--- src/rtl/icache_dm_ro_if.sv ---
// Processor fetch port and line-refill port of the direct-mapped instruction cache.
// slave = the cache; master = the IF stage plus instruction memory around it.
interface icache_dm_ro_if #(
  parameter int ADDR_W = 30
);
  logic              proc_read;
  logic              proc_write;
  logic [ADDR_W-1:0] proc_addr;
  logic [31:0]       proc_wdata;
  logic [31:0]       proc_rdata;
  logic              proc_stall;
  logic              mem_read;
  logic              mem_write;
  logic [ADDR_W-3:0] mem_addr;
  logic [127:0]      mem_wdata;
  logic [127:0]      mem_rdata;
  logic              mem_ready;

  modport slave (
    input  proc_read, proc_write, proc_addr, proc_wdata, mem_rdata, mem_ready,
    output proc_rdata, proc_stall, mem_read, mem_write, mem_addr, mem_wdata
  );

  modport master (
    output proc_read, proc_write, proc_addr, proc_wdata, mem_rdata, mem_ready,
    input  proc_rdata, proc_stall, mem_read, mem_write, mem_addr, mem_wdata
  );
endinterface

--- src/rtl/icache_dm_ro.sv ---
// Direct-mapped read-only instruction cache: 4-word lines, hit returns in the same cycle,
// a miss stalls the fetch until the line is refilled from instruction memory.
module icache_dm_ro #(
  parameter int ADDR_W = 30,
  parameter int IDX_W  = 3,
  parameter int TAG_W  = ADDR_W - 2 - IDX_W
) (
  input  logic           clk,
  input  logic           rst,
  icache_dm_ro_if.slave  bus
);
  localparam int NUM_LINES = 2 ** IDX_W;

  typedef enum logic {
    IDLE,
    FILL
  } state_t;

  state_t            state_q;
  logic [NUM_LINES-1:0] valid_q;
  logic [TAG_W-1:0]  tag_q  [NUM_LINES];
  logic [3:0][31:0]  data_q [NUM_LINES];
  logic [ADDR_W-3:0] miss_addr;
  logic              mem_read_q;

  logic [TAG_W-1:0]  req_tag;
  logic [IDX_W-1:0]  req_idx;
  logic [1:0]        req_off;
  logic [TAG_W-1:0]  miss_tag;
  logic [IDX_W-1:0]  miss_idx;
  logic              hit;
  logic              fill_done;
  logic              unused_inputs;

  assign req_tag  = bus.proc_addr[ADDR_W-1 -: TAG_W];
  assign req_idx  = bus.proc_addr[2 +: IDX_W];
  assign req_off  = bus.proc_addr[1:0];
  assign miss_tag = miss_addr[ADDR_W-3 -: TAG_W];
  assign miss_idx = miss_addr[IDX_W-1:0];

  // proc_write is deliberately not part of the request: read+write behaves as a read.
  assign hit       = bus.proc_read && valid_q[req_idx] && (tag_q[req_idx] == req_tag);
  assign fill_done = (state_q == FILL) && bus.mem_ready;

  always_comb begin
    bus.proc_rdata = '0;
    bus.proc_stall = 1'b1;
    if (state_q == IDLE) begin
      bus.proc_stall = bus.proc_read && !hit;
      if (hit) bus.proc_rdata = data_q[req_idx][req_off];
    end
  end

  assign bus.mem_read  = mem_read_q;
  assign bus.mem_addr  = mem_read_q ? miss_addr : '0;
  assign bus.mem_write = 1'b0;
  assign bus.mem_wdata = '0;

  assign unused_inputs = bus.proc_write ^ (^bus.proc_wdata);

  always_ff @(posedge clk) begin
    if (rst) begin
      state_q    <= IDLE;
      valid_q    <= '0;
      miss_addr  <= '0;
      mem_read_q <= 1'b0;
    end else begin
      case (state_q)
        IDLE: begin
          if (bus.proc_read && !hit) begin
            miss_addr  <= bus.proc_addr[ADDR_W-1:2];
            mem_read_q <= 1'b1;
            state_q    <= FILL;
          end
        end
        FILL: begin
          if (bus.mem_ready) begin
            valid_q[miss_idx] <= 1'b1;
            mem_read_q        <= 1'b0;
            state_q           <= IDLE;
          end
        end
        default: begin
          state_q    <= IDLE;
          mem_read_q <= 1'b0;
        end
      endcase
    end
  end

  // Tag/data arrays are not reset; valid_q alone qualifies them.
  always_ff @(posedge clk) begin
    if (!rst && fill_done) begin
      tag_q[miss_idx]  <= miss_tag;
      data_q[miss_idx] <= bus.mem_rdata;
    end
  end
endmodule

--- src/flat_wrapper.sv ---
// flat-port wrapper written by rule: the top's interface ports become plain ports
module icache_dm_ro_flat 
#(
  parameter int ADDR_W = 30,
  parameter int IDX_W  = 3,
  parameter int TAG_W  = ADDR_W - 2 - IDX_W
)
  (clk, rst, bus_proc_read, bus_proc_write, bus_proc_addr, bus_proc_wdata, bus_mem_rdata, bus_mem_ready, bus_proc_rdata, bus_proc_stall, bus_mem_read, bus_mem_write, bus_mem_addr, bus_mem_wdata);
  icache_dm_ro_if #(.ADDR_W(ADDR_W)) bus_i ();
  input  logic clk;
  input  logic rst;
  input wire logic [$bits(bus_i.proc_read)-1:0] bus_proc_read;
  input wire logic [$bits(bus_i.proc_write)-1:0] bus_proc_write;
  input wire logic [$bits(bus_i.proc_addr)-1:0] bus_proc_addr;
  input wire logic [$bits(bus_i.proc_wdata)-1:0] bus_proc_wdata;
  input wire logic [$bits(bus_i.mem_rdata)-1:0] bus_mem_rdata;
  input wire logic [$bits(bus_i.mem_ready)-1:0] bus_mem_ready;
  output wire logic [$bits(bus_i.proc_rdata)-1:0] bus_proc_rdata;
  output wire logic [$bits(bus_i.proc_stall)-1:0] bus_proc_stall;
  output wire logic [$bits(bus_i.mem_read)-1:0] bus_mem_read;
  output wire logic [$bits(bus_i.mem_write)-1:0] bus_mem_write;
  output wire logic [$bits(bus_i.mem_addr)-1:0] bus_mem_addr;
  output wire logic [$bits(bus_i.mem_wdata)-1:0] bus_mem_wdata;
  assign bus_i.proc_read = bus_proc_read;
  assign bus_i.proc_write = bus_proc_write;
  assign bus_i.proc_addr = bus_proc_addr;
  assign bus_i.proc_wdata = bus_proc_wdata;
  assign bus_i.mem_rdata = bus_mem_rdata;
  assign bus_i.mem_ready = bus_mem_ready;
  assign bus_proc_rdata = bus_i.proc_rdata;
  assign bus_proc_stall = bus_i.proc_stall;
  assign bus_mem_read = bus_i.mem_read;
  assign bus_mem_write = bus_i.mem_write;
  assign bus_mem_addr = bus_i.mem_addr;
  assign bus_mem_wdata = bus_i.mem_wdata;
  icache_dm_ro #(.ADDR_W(ADDR_W), .IDX_W(IDX_W), .TAG_W(TAG_W)) u_core (.clk(clk), .rst(rst), .bus(bus_i));
endmodule
--- config.mk ---
export PLATFORM = sky130hd
export DESIGN_NAME = icache_dm_ro_flat
export DESIGN_NICKNAME = d
export VERILOG_FILES = /design/src/rtl/icache_dm_ro_if.sv /design/src/rtl/icache_dm_ro.sv /design/src/flat_wrapper.sv
export SDC_FILE = /design/constraint.sdc
export NUM_CORES = 1
export LEC_CHECK = 0
export CORE_ASPECT_RATIO = 0.6
export CORE_MARGIN = 8
export CORE_UTILIZATION = 58
export DETAILED_ROUTE_END_ITERATION = 6
export GPL_TIMING_DRIVEN = 0
export PLACE_DENSITY = 0.83
export RECOVER_POWER = 25
export SYNTH_ARGS = -nofsm -noshare
export SYNTH_HDL_FRONTEND = slang
export SYNTH_SLANG_ARGS = --single-unit
--- constraint.sdc ---
create_clock -name clk -period 14.4 [get_ports clk]
set_input_delay 1.44 -clock clk [delete_from_list [all_inputs] [get_ports clk]]
set_output_delay 1.44 -clock clk [all_outputs]
set_load 0.02 [all_outputs]
==> run metrics <==
Top delay family on crit path=buffers and inverters; WP buf/inv=6; data required time of the worst path=12.96 ns; final period utilization=0.523; CTS clock-pin slew for the worst setup and hold paths=0.07 ns; layout cells sized above 1=0.282; register bit total from synthesis=1262; htree depth=3; row cnt=83; final hold slack=0.453 ns; final setup fails=0; Iter 0 DRT Violations=3727; post_cts resized=0; Synth Instances=2193; setup TNS=0 ns; Core Region=85100 µm²; routability cong.=0.911; R2R depth=9; synthesis-to-finish area growth=18.5%; FMAX=133 MHz; failing checks=DRC; Worst EP arrival=6.09 ns; post-route design area=58600 µm²; maximum vdd drop=114 µV; clk root buf=clkbuf_16; Power Density=129 nW/µm²; Max Cap Violations=0; fin. max-slew vios=0; antenna violations before repair=46; die span in x=393 µm; Yosys warnings=0; WS Path Type=in -> out; Num CTS Buffers=107; asr flop ratio synth=0; initial core utilization=0.582; synth top area cells=edfxtp_1 (74%), mux4_2 (16%), buf_4 (2.1%), mux2i_1 (2.0%), dfxtp_1 (1.5%); Worst Skew=0.0318 ns; RSZ-0062 raised after global routing=false; CP max-delay cell=clkdlybuf4s50_1; clock tree buffer depth=3; # hold bufs at CTS=0; DRC Markers=5; area of the mapped netlist=49500 µm²; largest net degree at the start of global routing=28; Tmin final=7.53 ns; Core Util, Final=0.689; reg2reg end=u_core.miss_addr[17]; worst slew pin tran=1.34 ns; crit path launch type=input pin; Final ANT Viol Nets=0; worst min path class=reg -> reg; syn avg cell area=22.6 µm²; Detailed Route WL=128000 µm; fin nets=2922; clk sink count=1262; cell taking the most area after synthesis=edfxtp_1; commonest cells after routing, fill and taps aside=edfxtp_1 (1224), mux4_2 (342), clkdlybuf4s50_1 (156), buf_4 (142), conb_1 (129); outcome=finished, violations left; LEAKAGE=19.6 nW; Total GRT Usage=0.264; top-area cell type share of the netlist area=0.743; CP peak stage delay=0.69 ns; Synth cell types=48; number of global-route vias before repair=25900; Buffers on Ports=218; hpwl dp=81500 µm; Most used DFF post-synth=edfxtp_1; Relative slew margins=0.106; Via density=6.39; Hold Vio Cnt, Final=0; dpl cell area=54900 µm²; Die Ht=242 µm; most common cell after layout, fill and taps aside=edfxtp_1; IO Count=386; CTS tree=done; Worst Setup EP=bus_proc_rdata[15]; die area=95200 µm²; EDFF count, synth=1224; crit-path cells=buf_4, buf_4, buf_6, buf_4, mux2i_1, xor2_1, nand4_1, nor3_2, nand4b_1, clkbuf_1, nor2_1, clkdlybuf4s50_1; DR WL/cell=32.1 µm; Seq/Total Area, Yosys=0.758; clk_lat worst skew=0.71 ns; Worst Setup SP=bus_proc_addr[2]; most frequent CP cell=buf_4; Vias=25500; Reg2Reg Setup Slack=11.30 ns; worst-path fanout max=10; gr ovfl total=0; critical path capture point type=output port; Reg-to-Reg Start=u_core.tag_q[7][13]; WP depth=12; TritonRoute pass-1 iters=7; first-pass GRT wire length=181000 µm; post-CTS setup buffer count=0
where the power goes:
group	leakage, nW	switching (mW)	internal [mW]	total [mW]
sequential	11.5	0.0196	4.05	4.07
clock	1.79	1.33	1.71	3.05
combinational	6.32	0.257	0.207	0.465
total	19.6	1.61	5.97	7.58
metrics by stage:
step / total power [mW] / instances / setup slack (ns)
global placement: 4.58 / 3686 / -9.59
global route: 7.75 / 3982 / 6.82
detailed placement: 4.60 / 3765 / 7.18
finish: 7.58 / 3989 / 6.87
CTS: 7.60 / 3964 / 7.09
floorplan: 4.42 / 2321 / 1.32
per-layer routing:
layer | global-route usage | routed length, µm
met4 | 0.0966 | 4330
met3 | 0.0662 | 14600
met1 | 0.347 | 44200
met2 | 0.432 | 64900
met5 | 0 | 124
cell families after synthesis:
logic type             count (synthesis)  synth area share
AO/OA/AOI/OAI                         41           0.00607
XOR/XNOR                              17           0.00301
buffers and inverters                241            0.0319
flip-flops                          1262             0.758
multiplexers                         468             0.185
other                                  1         0.0000758
AND/OR/NAND/NOR                      163            0.0159
synthesized netlist by cell type, types with 2 or more instances:
library cell,instances
and2_1,28
o21a_1,2
mux2i_1,100
nand2_1,63
a22o_1,5
buf_2,28
edfxtp_1,1224
o22ai_1,7
and3b_1,2
buf_1,11
buf_6,7
mux2_2,15
a21o_1,11
nand4_1,4
nor2_1,40
dfxtp_1,38
buf_4,140
o21ai_0,4
nand2b_1,6
clkbuf_1,48
inv_1,3
mux4_2,342
nand3_1,3
mux4_1,11
nor2b_1,2
a221oi_1,3
xor2_1,16
a21oi_1,2
buf_12,3
nor3_1,7
worst min-delay path by stage:
| stage | start | to | slack, ns | cells past startpoint |
|---|---|---|---|---|
| after floorplan | u_core.valid_q[6] | u_core.valid_q[6] | 0.42 | 1 |
| after global placement | u_core.valid_q[6] | u_core.valid_q[6] | 0.43 | 1 |
| after detailed placement | u_core.valid_q[0] | u_core.valid_q[0] | 0.44 | 1 |
| after CTS | u_core.valid_q[0] | u_core.valid_q[0] | 0.45 | 1 |
| after global routing | u_core.valid_q[2] | u_core.valid_q[2] | 0.48 | 1 |
| final | u_core.valid_q[0] | u_core.valid_q[0] | 0.45 | 1 |
state kept, by name (all words and copies together) (netlist names):
signal and cells:
u_core.bus.mem_read 1, u_core.data_q 1024, u_core.miss_addr 28, u_core.state_q 1, u_core.tag_q 200, u_core.valid_q 8
cell type report:
type,instances,area (µm²)
diodes,25,62.6
plain buffers,238,1570
clock buffers,133,2920
clock inverters,66,763
fillers,4868,26400
inverters,3,11.3
multi-input cells,818,10900
flip-flops and latches,1262,37500
well taps,1147,1440
repair buffers,297,3430
(Power assumes the default switching activity.)
